File: src/rtl/uart_rx_fifo.sv
// Byte FIFO downstream of a UART receiver: captures a byte on each busy 1->0 edge, serves it FWFT via valid/ready.
// Optional UART_RX_FIFO_OVERWRITE_EN: when full, a new byte evicts the oldest instead of being dropped.
module uart_rx_fifo #(
    parameter int DEPTH_LOG2 = 4
) (
    input  logic                  clk,
    input  logic                  rst,
    input  logic                  rx_busy,
    input  logic [7:0]            rx_data,
    input  logic                  rd_ready,
    output logic [7:0]            rd_data,
    output logic                  rd_valid,
    output logic [DEPTH_LOG2:0]   count,
    output logic                  full,
    output logic                  overflow,
    input  logic                  overflow_clr
);

    localparam int PW = DEPTH_LOG2 + 1;
    localparam logic [PW-1:0] DEPTH_CNT = PW'(2 ** DEPTH_LOG2);
    localparam logic [PW-1:0] PTR_ONE   = PW'(1);

    logic [PW-1:0] wr_ptr_q, wr_ptr_d;
    logic [PW-1:0] rd_ptr_q, rd_ptr_d;
    logic          busy_q, busy_d;
    logic          overflow_q, overflow_d;
    logic [7:0]    mem_q [2**DEPTH_LOG2];

    logic          push, pop, wr_en, ovf_set;
    logic [PW-1:0] count_w;

    // Pointers carry one extra bit so that full and empty stay distinguishable.
    assign count_w  = wr_ptr_q - rd_ptr_q;
    assign full     = (count_w == DEPTH_CNT);
    assign rd_valid = (count_w != '0);
    assign count    = count_w;
    assign overflow = overflow_q;
    assign rd_data  = mem_q[rd_ptr_q[DEPTH_LOG2-1:0]];

    assign push = busy_q & ~rx_busy;
    assign pop  = rd_valid & rd_ready;

    // NOTE: every signal assigned in always_comb gets a default first, so no path leaves it unassigned and no latch is inferred.
    always_comb begin
        busy_d     = rx_busy;
        wr_ptr_d   = wr_ptr_q;
        rd_ptr_d   = rd_ptr_q;
        overflow_d = overflow_q;
        wr_en      = 1'b0;
        ovf_set    = 1'b0;

        if (pop) begin
            rd_ptr_d = rd_ptr_q + PTR_ONE;
        end

        if (push) begin
            if (!full || pop) begin
                wr_en    = 1'b1;
                wr_ptr_d = wr_ptr_q + PTR_ONE;
            end else begin
                ovf_set = 1'b1;
`ifdef UART_RX_FIFO_OVERWRITE_EN
                // Full slot at wr_ptr is the oldest entry; overwrite it and slide the window.
                wr_en    = 1'b1;
                wr_ptr_d = wr_ptr_q + PTR_ONE;
                rd_ptr_d = rd_ptr_q + PTR_ONE;
`endif
            end
        end

        if (ovf_set) begin
            overflow_d = 1'b1;
        end else if (overflow_clr) begin
            overflow_d = 1'b0;
        end
    end

    // NOTE: sequential state uses non-blocking assignments so all flops update together at the edge.
    always_ff @(posedge clk) begin
        if (rst) begin
            wr_ptr_q   <= '0;
            rd_ptr_q   <= '0;
            busy_q     <= 1'b0;
            overflow_q <= 1'b0;
        end else begin
            wr_ptr_q   <= wr_ptr_d;
            rd_ptr_q   <= rd_ptr_d;
            busy_q     <= busy_d;
            overflow_q <= overflow_d;
        end
    end

    // NOTE: the storage array is deliberately not reset; the pointers alone define which entries are valid.
    always_ff @(posedge clk) begin
        if (wr_en) begin
            mem_q[wr_ptr_q[DEPTH_LOG2-1:0]] <= rx_data;
        end
    end

endmodule

File: config.mk
export PLATFORM = sky130hd
export DESIGN_NAME = uart_rx_fifo
export DESIGN_NICKNAME = d
export VERILOG_FILES = /design/src/rtl/uart_rx_fifo.sv
export SDC_FILE = /design/constraint.sdc
export NUM_CORES = 1
export LEC_CHECK = 0
export BUFFER_PORTS_ARGS = -buffer_cell sky130_fd_sc_hd__buf_2
export CORE_MARGIN = 4
export CORE_UTILIZATION = 40
export CTS_CLUSTER_DIAMETER = 40
export DETAILED_ROUTE_END_ITERATION = 8
export PLACE_DENSITY = 0.55
export SYNTH_ARGS = -nofsm -noshare
export SYNTH_HDL_FRONTEND = slang
export SYNTH_SLANG_ARGS = --single-unit
File: constraint.sdc
create_clock -name clk -period 3 [get_ports clk]
set_input_delay 0.6 -clock clk [delete_from_list [all_inputs] [get_ports clk]]
set_output_delay 0.6 -clock clk [all_outputs]
set_load 0.02 [all_outputs]
== Word level (Yosys, flattened, before mapping) ==
Memory sizes are Yosys's and may differ from the RTL's. A register that Yosys moved wholly into a read port is not among the register bits.
Cells that the tools add are included.

* Add/sub/neg operators: 3
* Eq/ne operators: 1
* Multiplexer cells: 10
* Bitwise operators: 3
* Reductions and logical operators: 5

{| class="wikitable"
|+ Operator list
! cell !! count
|-
| $add 5x1->5 const B || 2
|-
| $mux 1 || 8
|-
| $mux 4 || 2
|-
| $eq 5x5->1 const B || 1
|-
| $reduce_bool 5->1 || 1
|-
| $sub 5x5->5 || 1
|-
| $and 1x1->1 || 2
|-
| $reduce_and 2->1 || 1
|-
| $reduce_bool 2->1 || 1
|-
| $logic_not 1->1 || 1
|-
| $logic_or 1x1->1 || 1
|-
| $not 1->1 || 1
|}

* Bits in registers: 12
* Memory bits (writable): 128
* Input bits: 13
* Output and inout port bits: 16
* Logic and storage cells: 27
* Memories kept: 1

{| class="wikitable"
|+ Memory list
! memory !! depth !! width !! rd ports !! clocked after Yosys merged registers in !! wr ports !! RTL line !! source
|-
| mem_q || 16 || 8 || 1 || 1 || 1 || 27 || <nowiki>logic [7:0] mem_q [2**DEPTH_LOG2];</nowiki>
|}

== Longest topological paths before layout ==
Gate-level depths: netlist of run 1.

* Depth after elaboration: 8
* Depth in mapped cells: 11

== Least setup slack after synthesis of run 1 ==
OpenSTA, ideal clock, no wires.

* Path kind: reg2reg
* Start: register wr_ptr_q[0]
* End: register wr_ptr_q[4]
* Data arrival time: 3256 ps
* Required time: 2879 ps
* Path slack: -377 ps
* Stages on the path, launching flop included: 10
* Path buffers: 0
* Cell sequence: dfxtp_1 > inv_1 > ha_1 > inv_1 > fa_1 > xor2_1 > nand4b_1 > a2111oi_2 > nor4b_1 > mux2_2

* Word-level cells in the longest chain between the ends: 5
* Elaborated cells between the ends (all ways): 8
* Classes of those cells: 2 x add/sub; 1 x eq/ne; 1 x bitwise; 4 x reduce/logical

{| class="wikitable"
|+ RTL lines
! item !! RTL line !! source
|-
| start: declaration || 23 || <nowiki>logic [PW-1:0] wr_ptr_q, wr_ptr_d;</nowiki>
|-
| start signal: assignment || 86 || <nowiki>wr_ptr_q <= wr_ptr_d;</nowiki>
|-
| $sub 5x5->5 * || 33 || <nowiki>assign count_w = wr_ptr_q - rd_ptr_q;</nowiki>
|-
| named net count[2] || 13 || <nowiki>output logic [DEPTH_LOG2:0] count,</nowiki>
|-
| $eq 5x5->1 / $reduce_bool 5->1 (equally long branches) || 34, 35 ||
|-
| $logic_not 1->1 / $and 1x1->1 (equally long branches) || 57, 41 ||
|-
| $logic_or 1x1->1 * || 57 || <nowiki>if (!full || pop) begin</nowiki>
|-
| $reduce_and 2->1 (no line) * || n/a ||
|}

Mark *: on every way through the listed nets, which the timed path passes. The rest lies on a longest branch.
A chain may end at the register's enable or synchronous reset.

== Worst setup path in the final report of run 1 ==
* Start: register wr_ptr_q[0]
* End: output rd_valid

* Word-level cells in the longest chain between the ends: 2

{| class="wikitable"
|+ RTL lines
! item !! RTL line !! source
|-
| $sub 5x5->5 || 33 ||
|-
| $reduce_bool 5->1 || 35 || <nowiki>assign rd_valid = (count_w != '0);</nowiki>
|-
| end: declaration || 12 || <nowiki>output logic rd_valid,</nowiki>
|}

No other way between the ends.

==> impl_metrics.prom, run 1 <==
# TYPE chip_impl_metric gauge
chip_impl_metric{name="clkSlewWorstSetupHoldPaths",unit="ns"} 0.06
chip_impl_metric{name="post-dp-hpwl",unit="mm"} 8.103
chip_impl_metric{name="timing.final.crit_period",unit="ns"} 2.984
chip_impl_metric{name="ir_worst_vdd",unit="mV"} 0.6753
chip_impl_metric{name="antenna_violating_nets_post_route",unit=""} 0
chip_impl_metric{name="floorplan.core_area",unit="um^2"} 14040
chip_impl_metric{name="layout.filler_cells",unit=""} 1164
chip_impl_metric{name="cts-root-to-sink-buffers",unit=""} 2
chip_impl_metric{name="n_antenna_cell",unit=""} 0
chip_impl_metric{name="synth.yosys.seq_area_share",unit="%"} 71.80
chip_impl_metric{name="route.detailed.wl_per_inst",unit="um"} 22.13
chip_impl_metric{name="htree_num_levels",unit=""} 4
chip_impl_metric{name="clock_latency_on_the_worst_skew_pair",unit="ns"} 0.40
chip_impl_info{name="critical-path-slowest-cell",value="fa_1"} 1
chip_impl_metric{name="post_route_wl",unit="mm"} 12.15
chip_impl_info{name="min_path_type",value="in -> reg"} 1
chip_impl_info{name="synth.top_cells.by_area",value="edfxtp_1 66%, mux4_2 16%, dfxtp_1 5.5%"} 1
chip_impl_metric{name="die_w",unit="um"} 128.4
chip_impl_metric{name="floorplan.io_pins",unit=""} 29
chip_impl_metric{name="drt-vias-per-instance",unit=""} 5.506
chip_impl_metric{name="post_synthesis_instance_area",unit="um^2"} 5799
chip_impl_metric{name="max_clock_freq",unit="GHz"} 0.3351
chip_impl_metric{name="setup_violations",unit=""} 0
chip_impl_info{name="timing.critical_path.from_type",value="flop"} 1
chip_impl_metric{name="crit_required",unit="ns"} 2.40
chip_impl_metric{name="syn-instance-count",unit=""} 295
chip_impl_info{name="yosys.area.top_type",value="edfxtp_1"} 1
chip_impl_metric{name="period_share",unit="%"} 99.46
chip_impl_metric{name="dr.pass1.iters",unit=""} 4
chip_impl_metric{name="leakagePower",unit="nW"} 2.350
chip_impl_info{name="root_buffer",value="clkbuf_16"} 1
chip_impl_metric{name="vias_in_the_first_global_route",unit=""} 3037
chip_impl_metric{name="ys_seq_elements",unit=""} 144
chip_impl_metric{name="total_power",unit="W"} 0.005751
chip_impl_metric{name="synthesized_nets",unit=""} 318
chip_impl_info{name="worst_path_class_setup",value="reg -> out"} 1
chip_impl_metric{name="fin_hold_ws",unit="ns"} 0.4191
chip_impl_metric{name="starting_drc_count_in_detailed_routing",unit=""} 324
chip_impl_metric{name="route.detailed.drc",unit=""} 0
chip_impl_metric{name="layout-drive-gt1-share",unit="%"} 37.94
chip_impl_metric{name="critPathMaxFanout",unit=""} 3
chip_impl_info{name="final_common_cell",value="edfxtp_1"} 1
chip_impl_metric{name="yosysWarningCount",unit=""} 0
chip_impl_metric{name="post_synth.cell_area_avg",unit="um^2"} 19.66
chip_impl_metric{name="netlist-cell-type-count",unit=""} 37
chip_impl_info{name="crit_path_top_cell_by_count",value="inv_2"} 1
chip_impl_info{name="run_status",value="finished clean"} 1
chip_impl_metric{name="inserted_clock_buffers",unit=""} 17
chip_impl_metric{name="gp_congestion",unit=""} 0.7976
chip_impl_metric{name="yosysTopAreaCellShare",unit="%"} 66.28
chip_impl_metric{name="final_hold_viol_count",unit=""} 0
chip_impl_metric{name="floorplan.die_area",unit="um^2"} 16490
chip_impl_metric{name="num_vias",unit=""} 3023
chip_impl_metric{name="placementRows",unit=""} 43
chip_impl_metric{name="die_h",unit="um"} 128.4
chip_impl_metric{name="timing.clock.skew",unit="ns"} 0.007469
chip_impl_info{name="worst_setup_path_end_kind",value="output pin"} 1
chip_impl_metric{name="grt-ovfl-total",unit=""} 0
chip_impl_metric{name="cp_data_arrival_time",unit="ns"} 2.38
chip_impl_metric{name="grt_max_degree",unit=""} 33
chip_impl_metric{name="cts_sinks",unit=""} 144
chip_impl_metric{name="final-instance-count-excl-fill",unit=""} 549
chip_impl_metric{name="setup.reg_to_reg.worst_slack",unit="ns"} 0.17
chip_impl_metric{name="power_density",unit="nW/um^2"} 822.4
chip_impl_info{name="worst_path_cell_trace",value="inv_2 -> ha_4 -> inv_2 -> fa_1 -> nand3b_1 -> a211o_1 -> a2bb2oi_2 -> inv_2 -> buf_6"} 1
chip_impl_metric{name="cap_violations",unit=""} 0
chip_impl_metric{name="initial_core_util",unit="%"} 41.30
chip_impl_metric{name="grt_util_all_layers",unit="%"} 15.62
chip_impl_metric{name="areaGrowthSynthToFinish",unit="%"} 20.58
chip_impl_info{name="rsz_0062_raised_after_global_routing",value="yes"} 1
chip_impl_metric{name="layout.core_utilization",unit="%"} 49.80
chip_impl_info{name="cts_tree",value="done"} 1
chip_impl_metric{name="grt_first_pass_wirelength",unit="mm"} 18.54
chip_impl_metric{name="number_of_buffers_inserted_for_hold_repair_after_clock_tree_synthesis",unit=""} 0
chip_impl_metric{name="nNetsFinal",unit=""} 380
chip_impl_metric{name="antenna_found_initial",unit=""} 0
chip_impl_metric{name="max_slew_violation_count",unit=""} 0
chip_impl_info{name="final_cell_mix",value="128 x edfxtp_1, 40 x mux4_2, 26 x buf_2"} 1
chip_impl_metric{name="max_slew.worst_pin.slew",unit="ns"} 0.5623
chip_impl_metric{name="portBuffers",unit=""} 28
chip_impl_metric{name="slowest_stage_delay_on_critical_path",unit="ns"} 0.48
chip_impl_metric{name="max-slew-margin-rel",unit="%"} 62.46
chip_impl_metric{name="dp.cells",unit=""} 507
-- Yosys cell counts --
master and n:
nor4b_1 1, buf_2 4, o31ai_1 2, buf_1 2, nand3b_1 2, nor2_2 1
a21oi_1 14, nor3b_1 1, o21ai_0 6, and3_1 16, a211oi_1 1, or3_1 4
xor2_1 3, and2_1 1, nand2b_1 3, edfxtp_1 128, buf_6 2, nor2b_1 4
a211o_1 1, mux2_2 1, clkbuf_1 5, nand2_1 1, a2bb2oi_1 1, ha_1 9
a2111oi_2 1, mux4_2 40, inv_1 9, nand4_1 3, nand3_1 3, fa_1 1
a31o_2 1, inv_2 1, or3b_2 1, nor2_1 3, dfxtp_1 16, or4_1 2
nand4b_1 1
-- through the flow --
step	setup WS, ns	setup TNS, ns	cell area (um^2)
after floorplan	0.02922	0	5806
after global routing	-0.08759	-0.1542	6993
after global placement	0.1177	0	6281
final	0.01612	0	6993
after detailed placement	0.03756	0	6281
after CTS	0.01956	0	6857
-- worst max-delay path: cells and delay by family, from the launching register on --
| family | cells | cell delay [ns] |
|---|---|---|
| compound gates | 2 | 0.54 |
| simple gates | 1 | 0.20 |
| fa+ha+maj | 2 | 0.62 |
| flops | 1 | 0.32 |
| buf+inv | 4 | 0.31 |
-- registers in the layout, indices dropped and copies added, names as in the netlist, named ones only --
signal and cells:
busy_q 1, overflow 1, mem_q 128, wr_ptr_q 5, rd_ptr_q 5
-- report_power, final --
part	switching [W]	internal [W]	leakage, nW
clock	0.000716	0.00129	0.276
combinational	0.000738	0.000737	0.791
sequential	0.0000461	0.00222	1.28
total	0.00150	0.00425	2.35
-- timing repair --
item / in CTS / in global routing
pin swaps: 2 / 2
endpoints found under the setup margin: 6 / 124
buffers inserted: 0 / 11
gates resized for setup: 6 / 14
-- per-layer routing --
layer | wire length (um) | global-route usage, %
met5 | 0 | 0
met4 | 188 | 4.307
met3 | 680 | 4.732
met2 | 5759 | 23.51
met1 | 5520 | 22.30
-- logic make-up after synthesis --
group	count (synthesis)	share of synthesized area (%)
XOR/XNOR	3	0.4532
buffers and inverters	23	1.834
flip-flops	144	71.80
AO/OA/AOI/OAI	27	2.826
AND/OR/NAND/NOR	47	5.070
multiplexers	41	15.73
adder cells (fa/ha/maj)	10	2.287
-- cell type report --
cell class                      instances  area, um^2  area share [%]
Tap cell                              180       225.2           3.221
Timing Repair Buffer                   56       409.1           5.851
Inverter                               10       37.54          0.5368
Multi-Input combinational cell        128        1587           22.69
Clock buffer                           23       447.9           6.405
Clock inverter                          8       113.9           1.628
Sequential cell                       144        4173           59.67
-- path summary, 6_finish.rpt --
path / start / depth (start not counted) / endpoint
setup / recovery: wr_ptr_q[0] / 9 / rd_valid
hold / removal: rx_busy / 2 / busy_q
setup reg to reg: wr_ptr_q[0] / 9 / mem_q[10][2]
hold reg to reg: overflow / 2 / overflow
(Power assumes the default switching activity.)
==> run 2, diff against run 1 <==
--- a/config.mk
+++ b/config.mk
@@ -10,7 +10,7 @@
 export CORE_UTILIZATION = 40
 export CTS_CLUSTER_DIAMETER = 40
 export DETAILED_ROUTE_END_ITERATION = 8
-export PLACE_DENSITY = 0.55
+export PLACE_DENSITY_LB_ADDON = 0.2
 export SYNTH_ARGS = -nofsm -noshare
 export SYNTH_HDL_FRONTEND = slang
 export SYNTH_SLANG_ARGS = --single-unit
==> impl_metrics.prom, run 2 (synthesis gave the netlist of run 1 again) <==
# TYPE chip_impl_metric gauge
chip_impl_metric{name="total_power",unit="W"} 0.005677
chip_impl_metric{name="n_antenna_cell",unit=""} 0
chip_impl_metric{name="dr.pass1.iters",unit=""} 4
chip_impl_metric{name="floorplan.core_area",unit="um^2"} 14040
chip_impl_metric{name="ir_worst_vdd",unit="mV"} 0.5050
chip_impl_metric{name="layout.filler_cells",unit=""} 1150
chip_impl_metric{name="dp_area",unit="um^2"} 6188
chip_impl_metric{name="leakagePower",unit="nW"} 2.275
chip_impl_metric{name="grt-ovfl-total",unit=""} 0
chip_impl_info{name="rsz_0062_raised_after_global_routing",value="yes"} 1
chip_impl_info{name="final_common_cell",value="edfxtp_1"} 1
chip_impl_info{name="min_path_type",value="in -> reg"} 1
chip_impl_metric{name="cp_data_arrival_time",unit="ns"} 2.35
chip_impl_info{name="run_status",value="finished clean"} 1
chip_impl_metric{name="largest_reg_flops",unit=""} 128
chip_impl_info{name="top_layer",value="met4"} 1
chip_impl_metric{name="initial_core_util",unit="%"} 41.30
chip_impl_metric{name="grt_util_all_layers",unit="%"} 16.59
chip_impl_metric{name="power_density",unit="nW/um^2"} 823.3
chip_impl_metric{name="timing.clock.skew",unit="ns"} 0.005367
chip_impl_metric{name="slowest_stage_delay_on_critical_path",unit="ns"} 0.46
chip_impl_metric{name="layout-drive-gt1-share",unit="%"} 35.77
chip_impl_metric{name="crit_required",unit="ns"} 2.40
chip_impl_info{name="cts_tree",value="done"} 1
chip_impl_info{name="worst_path_class_setup",value="reg -> out"} 1
chip_impl_metric{name="htree_num_levels",unit=""} 4
chip_impl_metric{name="vias_in_the_first_global_route",unit=""} 3092
chip_impl_metric{name="route.detailed.drc",unit=""} 0
chip_impl_metric{name="gp_congestion",unit=""} 0.8001
chip_impl_info{name="final_cell_mix",value="128 x edfxtp_1, 40 x mux4_2, 26 x buf_2"} 1
chip_impl_metric{name="clock_latency_on_the_worst_skew_pair",unit="ns"} 0.42
chip_impl_metric{name="num_vias",unit=""} 2912
chip_impl_metric{name="die_w",unit="um"} 128.4
chip_impl_metric{name="fin_setup_tns",unit="ns"} 0
chip_impl_metric{name="floorplan.die_area",unit="um^2"} 16490
chip_impl_metric{name="antenna_violating_nets_post_route",unit=""} 0
chip_impl_metric{name="dr_wl_met3",unit="mm"} 1.122
chip_impl_metric{name="portBuffers",unit=""} 28
chip_impl_metric{name="critPathMaxFanout",unit=""} 3
chip_impl_metric{name="cap_violations",unit=""} 0
chip_impl_metric{name="inserted_clock_buffers",unit=""} 17
chip_impl_metric{name="max_clock_freq",unit="GHz"} 0.3391
chip_impl_metric{name="max-slew-margin-rel",unit="%"} 65.59
chip_impl_metric{name="nNetsFinal",unit=""} 365
chip_impl_metric{name="period_share",unit="%"} 98.30
chip_impl_metric{name="post_route_wl",unit="mm"} 12.94
chip_impl_info{name="worst_path_cell_trace",value="inv_2 -> ha_4 -> inv_2 -> fa_2 -> nor3b_2 -> nand4b_1 -> a211oi_2 -> buf_4"} 1
chip_impl_info{name="critical-path-slowest-cell",value="fa_2"} 1
chip_impl_metric{name="grt_first_pass_wirelength",unit="mm"} 19.38
chip_impl_metric{name="cts_sinks",unit=""} 144
chip_impl_metric{name="clkSlewWorstSetupHoldPaths",unit="ns"} 0.06
chip_impl_metric{name="starting_drc_count_in_detailed_routing",unit=""} 283
chip_impl_metric{name="cts-root-to-sink-buffers",unit=""} 2
chip_impl_metric{name="antenna_found_initial",unit=""} 0
chip_impl_metric{name="drt-vias-per-instance",unit=""} 5.443
chip_impl_metric{name="timing.final.crit_period",unit="ns"} 2.949
chip_impl_info{name="crit_path_top_cell_by_count",value="inv_2"} 1
chip_impl_metric{name="areaGrowthSynthToFinish",unit="%"} 18.90
chip_impl_metric{name="floorplan.io_pins",unit=""} 29
chip_impl_metric{name="layout.cell_area.non_filler",unit="um^2"} 6895
chip_impl_metric{name="max_slew.worst_pin.slew",unit="ns"} 0.5154
chip_impl_metric{name="route.detailed.wl_per_inst",unit="um"} 24.19
chip_impl_metric{name="post-dp-hpwl",unit="mm"} 8.605
chip_impl_metric{name="setup_violations",unit=""} 0
chip_impl_metric{name="final_hold_viol_count",unit=""} 0
chip_impl_metric{name="max_slew_violation_count",unit=""} 0
chip_impl_metric{name="post_route_m1_wl",unit="mm"} 5.154
chip_impl_metric{name="routed-wl-met2",unit="mm"} 6.585
chip_impl_metric{name="die_h",unit="um"} 128.4
chip_impl_info{name="root_buffer",value="clkbuf_16"} 1
chip_impl_metric{name="grt_max_degree",unit=""} 33
chip_impl_metric{name="placementRows",unit=""} 43
chip_impl_info{name="worst_setup_path_end_kind",value="output pin"} 1
chip_impl_info{name="timing.critical_path.from_type",value="flop"} 1
chip_impl_metric{name="number_of_buffers_inserted_for_hold_repair_after_clock_tree_synthesis",unit=""} 0
==> run 2: changes by cell type in the layout (fill, tap and decap cells not counted), sizes merged <==
cell / change
clkinvlp: +3
clkinv: +3
bufinv: -1
clkbuf: -4
inv: +2
buf: -17
==> run 2: path summary, 6_finish.rpt <==
path	from	endpoint	slack, ns	cells past startpoint
setup / recovery	wr_ptr_q[0]	full	0.05	8
hold / removal	rx_busy	busy_q	0.41	2
setup reg to reg	wr_ptr_q[0]	mem_q[5][0]	0.20	9
hold reg to reg	overflow	overflow	0.48	2
==> run 2: where the power goes <==
group / internal, W / switching [W] / leakage [nW]
Clock: 0.00121 / 0.000781 / 0.272
Combinational: 0.000691 / 0.000733 / 0.720
Sequential: 0.00222 / 0.0000383 / 1.28
==> run 2: area by class of cell <==
cell class	count	area, um^2	area share (%)
clock buffers	17	425.4	6.169
flip-flops and latches	144	4173	60.52
multi-input cells	128	1584	22.97
well taps	180	225.2	3.266
repair buffers	41	306.5	4.446
clock inverters	15	143.9	2.087
inverters	10	37.54	0.5444
==> run 2: timing repair <==
action,CTS,global route
pin swaps,6,4
hold endpoints to repair,0,0
setup endpoints to repair,10,126
gates cloned,0,2
setup buffers,3,0
gates resized for setup,12,5
==> run 2: per-layer routing <==
| metal | GRT usage [%] | vias up |
|---|---|---|
| li1 | - | 1311 |
| met1 | 21.99 | 1487 |
| met2 | 25.74 | 110 |
| met3 | 5.687 | 4 |
| met4 | 5.743 | 0 |
| met5 | 0 | - |
==> run 2: critical path: cells and delay by family, from the launching register on <==
kind            cells  cell delay [ns]
simple gates        2             0.43
buf+inv             3             0.27
fa+ha+maj           2             0.62
compound gates      1             0.29
flops               1             0.33
==> run 2: metrics by stage <==
| step | utilization [%] | setup WS (ns) | hold slack, ns | std cells |
|---|---|---|---|---|
| final | 49.10 | 0.05113 | 0.4107 | 535 |
| after global routing | 49.10 | -0.05392 | 0.4253 | 535 |
| after CTS | 48.55 | -0.01960 | 0.3948 | 533 |
| after detailed placement | 44.07 | 0.001776 | 0.4710 | 498 |
| after global placement | 44.07 | 0.1050 | 0.4602 | 498 |
| after floorplan | - | 0.02922 | 0.4695 | 295 |
==> run 3, diff against run 2 <==
--- a/config.mk
+++ b/config.mk
@@ -11,6 +11,7 @@
 export CTS_CLUSTER_DIAMETER = 40
 export DETAILED_ROUTE_END_ITERATION = 8
 export PLACE_DENSITY_LB_ADDON = 0.2
+export REMOVE_ABC_BUFFERS = 1
 export SYNTH_ARGS = -nofsm -noshare
 export SYNTH_HDL_FRONTEND = slang
 export SYNTH_SLANG_ARGS = --single-unit
==> impl_metrics.prom, run 3 (synthesis gave the netlist of run 1 again) <==
# TYPE chip_impl_metric gauge
chip_impl_metric{name="cts-root-to-sink-buffers",unit=""} 2
chip_impl_metric{name="starting_drc_count_in_detailed_routing",unit=""} 347
chip_impl_info{name="worst_path_class_setup",value="reg -> out"} 1
chip_impl_metric{name="max-slew-margin-rel",unit="%"} 58.92
chip_impl_metric{name="initial_core_util",unit="%"} 41.30
chip_impl_metric{name="antenna_violating_nets_post_route",unit=""} 0
chip_impl_info{name="critical_path.reg2reg.endpoint",value="mem_q[8][5]"} 1
chip_impl_metric{name="timing.final.crit_period",unit="ns"} 2.928
chip_impl_metric{name="n_antenna_cell",unit=""} 0
chip_impl_metric{name="worstRegToRegCells",unit=""} 10
chip_impl_metric{name="post-dp-hpwl",unit="mm"} 8.365
chip_impl_metric{name="clkSlewWorstSetupHoldPaths",unit="ns"} 0.06
chip_impl_metric{name="route.detailed.wl_per_inst",unit="um"} 23.78
chip_impl_metric{name="route.detailed.drc",unit=""} 0
chip_impl_metric{name="die_h",unit="um"} 128.4
chip_impl_metric{name="layout.core_utilization",unit="%"} 49.46
chip_impl_info{name="min_path_type",value="in -> reg"} 1
chip_impl_metric{name="grt-ovfl-total",unit=""} 0
chip_impl_info{name="final_cell_mix",value="128 x edfxtp_1, 40 x mux4_2, 26 x buf_2"} 1
chip_impl_metric{name="post_route_wl",unit="mm"} 12.84
chip_impl_metric{name="max_slew.worst_pin.slew",unit="ns"} 0.6153
chip_impl_metric{name="setup.reg_to_reg.worst_slack",unit="ns"} 0.12
chip_impl_metric{name="ir_worst_vdd",unit="mV"} 0.5276
chip_impl_metric{name="leakagePower",unit="nW"} 2.298
chip_impl_metric{name="floorplan.die_area",unit="um^2"} 16490
chip_impl_metric{name="multi_input_comb_area",unit="um^2"} 1592
chip_impl_metric{name="inserted_clock_buffers",unit=""} 17
chip_impl_metric{name="floorplan.core_area",unit="um^2"} 14040
chip_impl_metric{name="layout.area.seq",unit="um^2"} 4172
chip_impl_info{name="run_status",value="finished clean"} 1
chip_impl_info{name="whs_endpoint",value="busy_q"} 1
chip_impl_metric{name="cp_data_arrival_time",unit="ns"} 2.33
chip_impl_metric{name="drt-vias-per-instance",unit=""} 5.563
chip_impl_metric{name="cts_sinks",unit=""} 144
chip_impl_metric{name="timing.clock.skew",unit="ns"} 0.007998
chip_impl_info{name="cts_tree",value="done"} 1
chip_impl_metric{name="final-instance-count-excl-fill",unit=""} 540
chip_impl_metric{name="cap_violations",unit=""} 0
chip_impl_metric{name="grt_max_degree",unit=""} 33
chip_impl_metric{name="antenna_found_initial",unit=""} 0
chip_impl_info{name="hold_path_startpoint",value="rx_busy"} 1
chip_impl_metric{name="hold_path_cell_cnt",unit=""} 2
chip_impl_metric{name="nNetsFinal",unit=""} 370
chip_impl_info{name="root_buffer",value="clkbuf_16"} 1
chip_impl_metric{name="largest_reg_flops",unit=""} 128
chip_impl_metric{name="crit_required",unit="ns"} 2.40
chip_impl_metric{name="vias_in_the_first_global_route",unit=""} 3111
chip_impl_metric{name="critPathMaxFanout",unit=""} 3
chip_impl_metric{name="num_vias",unit=""} 3004
chip_impl_info{name="final_common_cell",value="edfxtp_1"} 1
chip_impl_metric{name="setup_violations",unit=""} 0
chip_impl_metric{name="grt_util_all_layers",unit="%"} 16.53
chip_impl_metric{name="htree_num_levels",unit=""} 4
chip_impl_metric{name="total_power",unit="W"} 0.005842
chip_impl_metric{name="grt_first_pass_wirelength",unit="mm"} 19.49
chip_impl_info{name="worst_setup_path_end_kind",value="output pin"} 1
chip_impl_metric{name="layout-drive-gt1-share",unit="%"} 38.61
chip_impl_metric{name="layout.cell_area.non_filler",unit="um^2"} 6945
chip_impl_metric{name="floorplan.io_pins",unit=""} 29
chip_impl_metric{name="max_clock_freq",unit="GHz"} 0.3415
chip_impl_metric{name="power_density",unit="nW/um^2"} 841.2
chip_impl_info{name="r2r-start",value="wr_ptr_q[0]"} 1
chip_impl_metric{name="layout.filler_cells",unit=""} 1161
chip_impl_metric{name="period_share",unit="%"} 97.61
chip_impl_metric{name="die_w",unit="um"} 128.4
chip_impl_metric{name="final_hold_viol_count",unit=""} 0
chip_impl_metric{name="areaGrowthSynthToFinish",unit="%"} 19.76
chip_impl_metric{name="number_of_buffers_inserted_for_hold_repair_after_clock_tree_synthesis",unit=""} 0
chip_impl_metric{name="portBuffers",unit=""} 28
chip_impl_info{name="timing.critical_path.from_type",value="flop"} 1
chip_impl_metric{name="gp_congestion",unit=""} 0.7971
chip_impl_metric{name="placementRows",unit=""} 43
chip_impl_metric{name="clock_latency_on_the_worst_skew_pair",unit="ns"} 0.41
chip_impl_metric{name="dr.pass1.iters",unit=""} 4
chip_impl_metric{name="max_slew_violation_count",unit=""} 0
chip_impl_metric{name="dp.cells",unit=""} 501
chip_impl_metric{name="dp_area",unit="um^2"} 6211
run 3: worst max path at each step:
stage | startpoint | to | slack [ns] | cells after the start
finish | wr_ptr_q[0] | rd_valid | 0.07 | 9
global placement | rd_ptr_q[0] | mem_q[1][1] | 0.18 | 8
detailed placement | wr_ptr_q[0] | mem_q[1][4] | 0.07 | 9
global route | wr_ptr_q[0] | rd_valid | -0.04 | 9
CTS | wr_ptr_q[0] | full | 0.02 | 8
floorplan | wr_ptr_q[0] | wr_ptr_q[4] | -0.44 | 9
run 3: per-stage QoR:
stage          hold slack [ns]  TNS, ns  worst slack, ns
2_1_floorplan           0.4635   -19.27          -0.4407
3_3_place_gp            0.4563        0           0.1839
3_5_place_dp            0.4726        0          0.06832
4_1_cts                 0.4113        0          0.01887
5_1_grt                 0.4551  -0.1264         -0.03968
6_report                0.4192        0          0.07173
run 3: critical path: stages, from the launching register on:
cell       delay [ns]
dfxtp_2          0.33
inv_2            0.05
ha_4             0.15
inv_2            0.04
fa_2             0.44
nand3b_1         0.19
a211o_1          0.31
a2bb2oi_2        0.20
inv_2            0.07
buf_6            0.13
run 3: report_power, final:
part	internal, W	switching, W
clock	0.00132	0.000824
sequential	0.00222	0.0000263
combinational	0.000705	0.000755
run 3: timing repair:
item                       4_1_cts  5_1_grt
gates resized for setup         12        9
pin swaps                        4        4
buffers inserted                 4        3
setup endpoints to repair        2      122
run 3: area by class of cell:
cell class,count,area share [%]
Sequential cell,144,60.06
Clock inverter,15,2.666
Clock buffer,17,6.125
Inverter,10,0.5404
Timing Repair Buffer,46,4.450
Tap cell,180,3.243
Multi-Input combinational cell,128,22.91
run 3: per-layer routing:
| layer | track usage (%) | up-vias | share of wire, % |
|---|---|---|---|
| met2 | 26.54 | 114 | 51 |
| li1 | - | 1321 | - |
| met4 | 5.618 | 0 | 1.4 |
| met5 | 0 | - | 0 |
| met1 | 22.38 | 1552 | 43 |
| met3 | 3.902 | 17 | 4.8 |
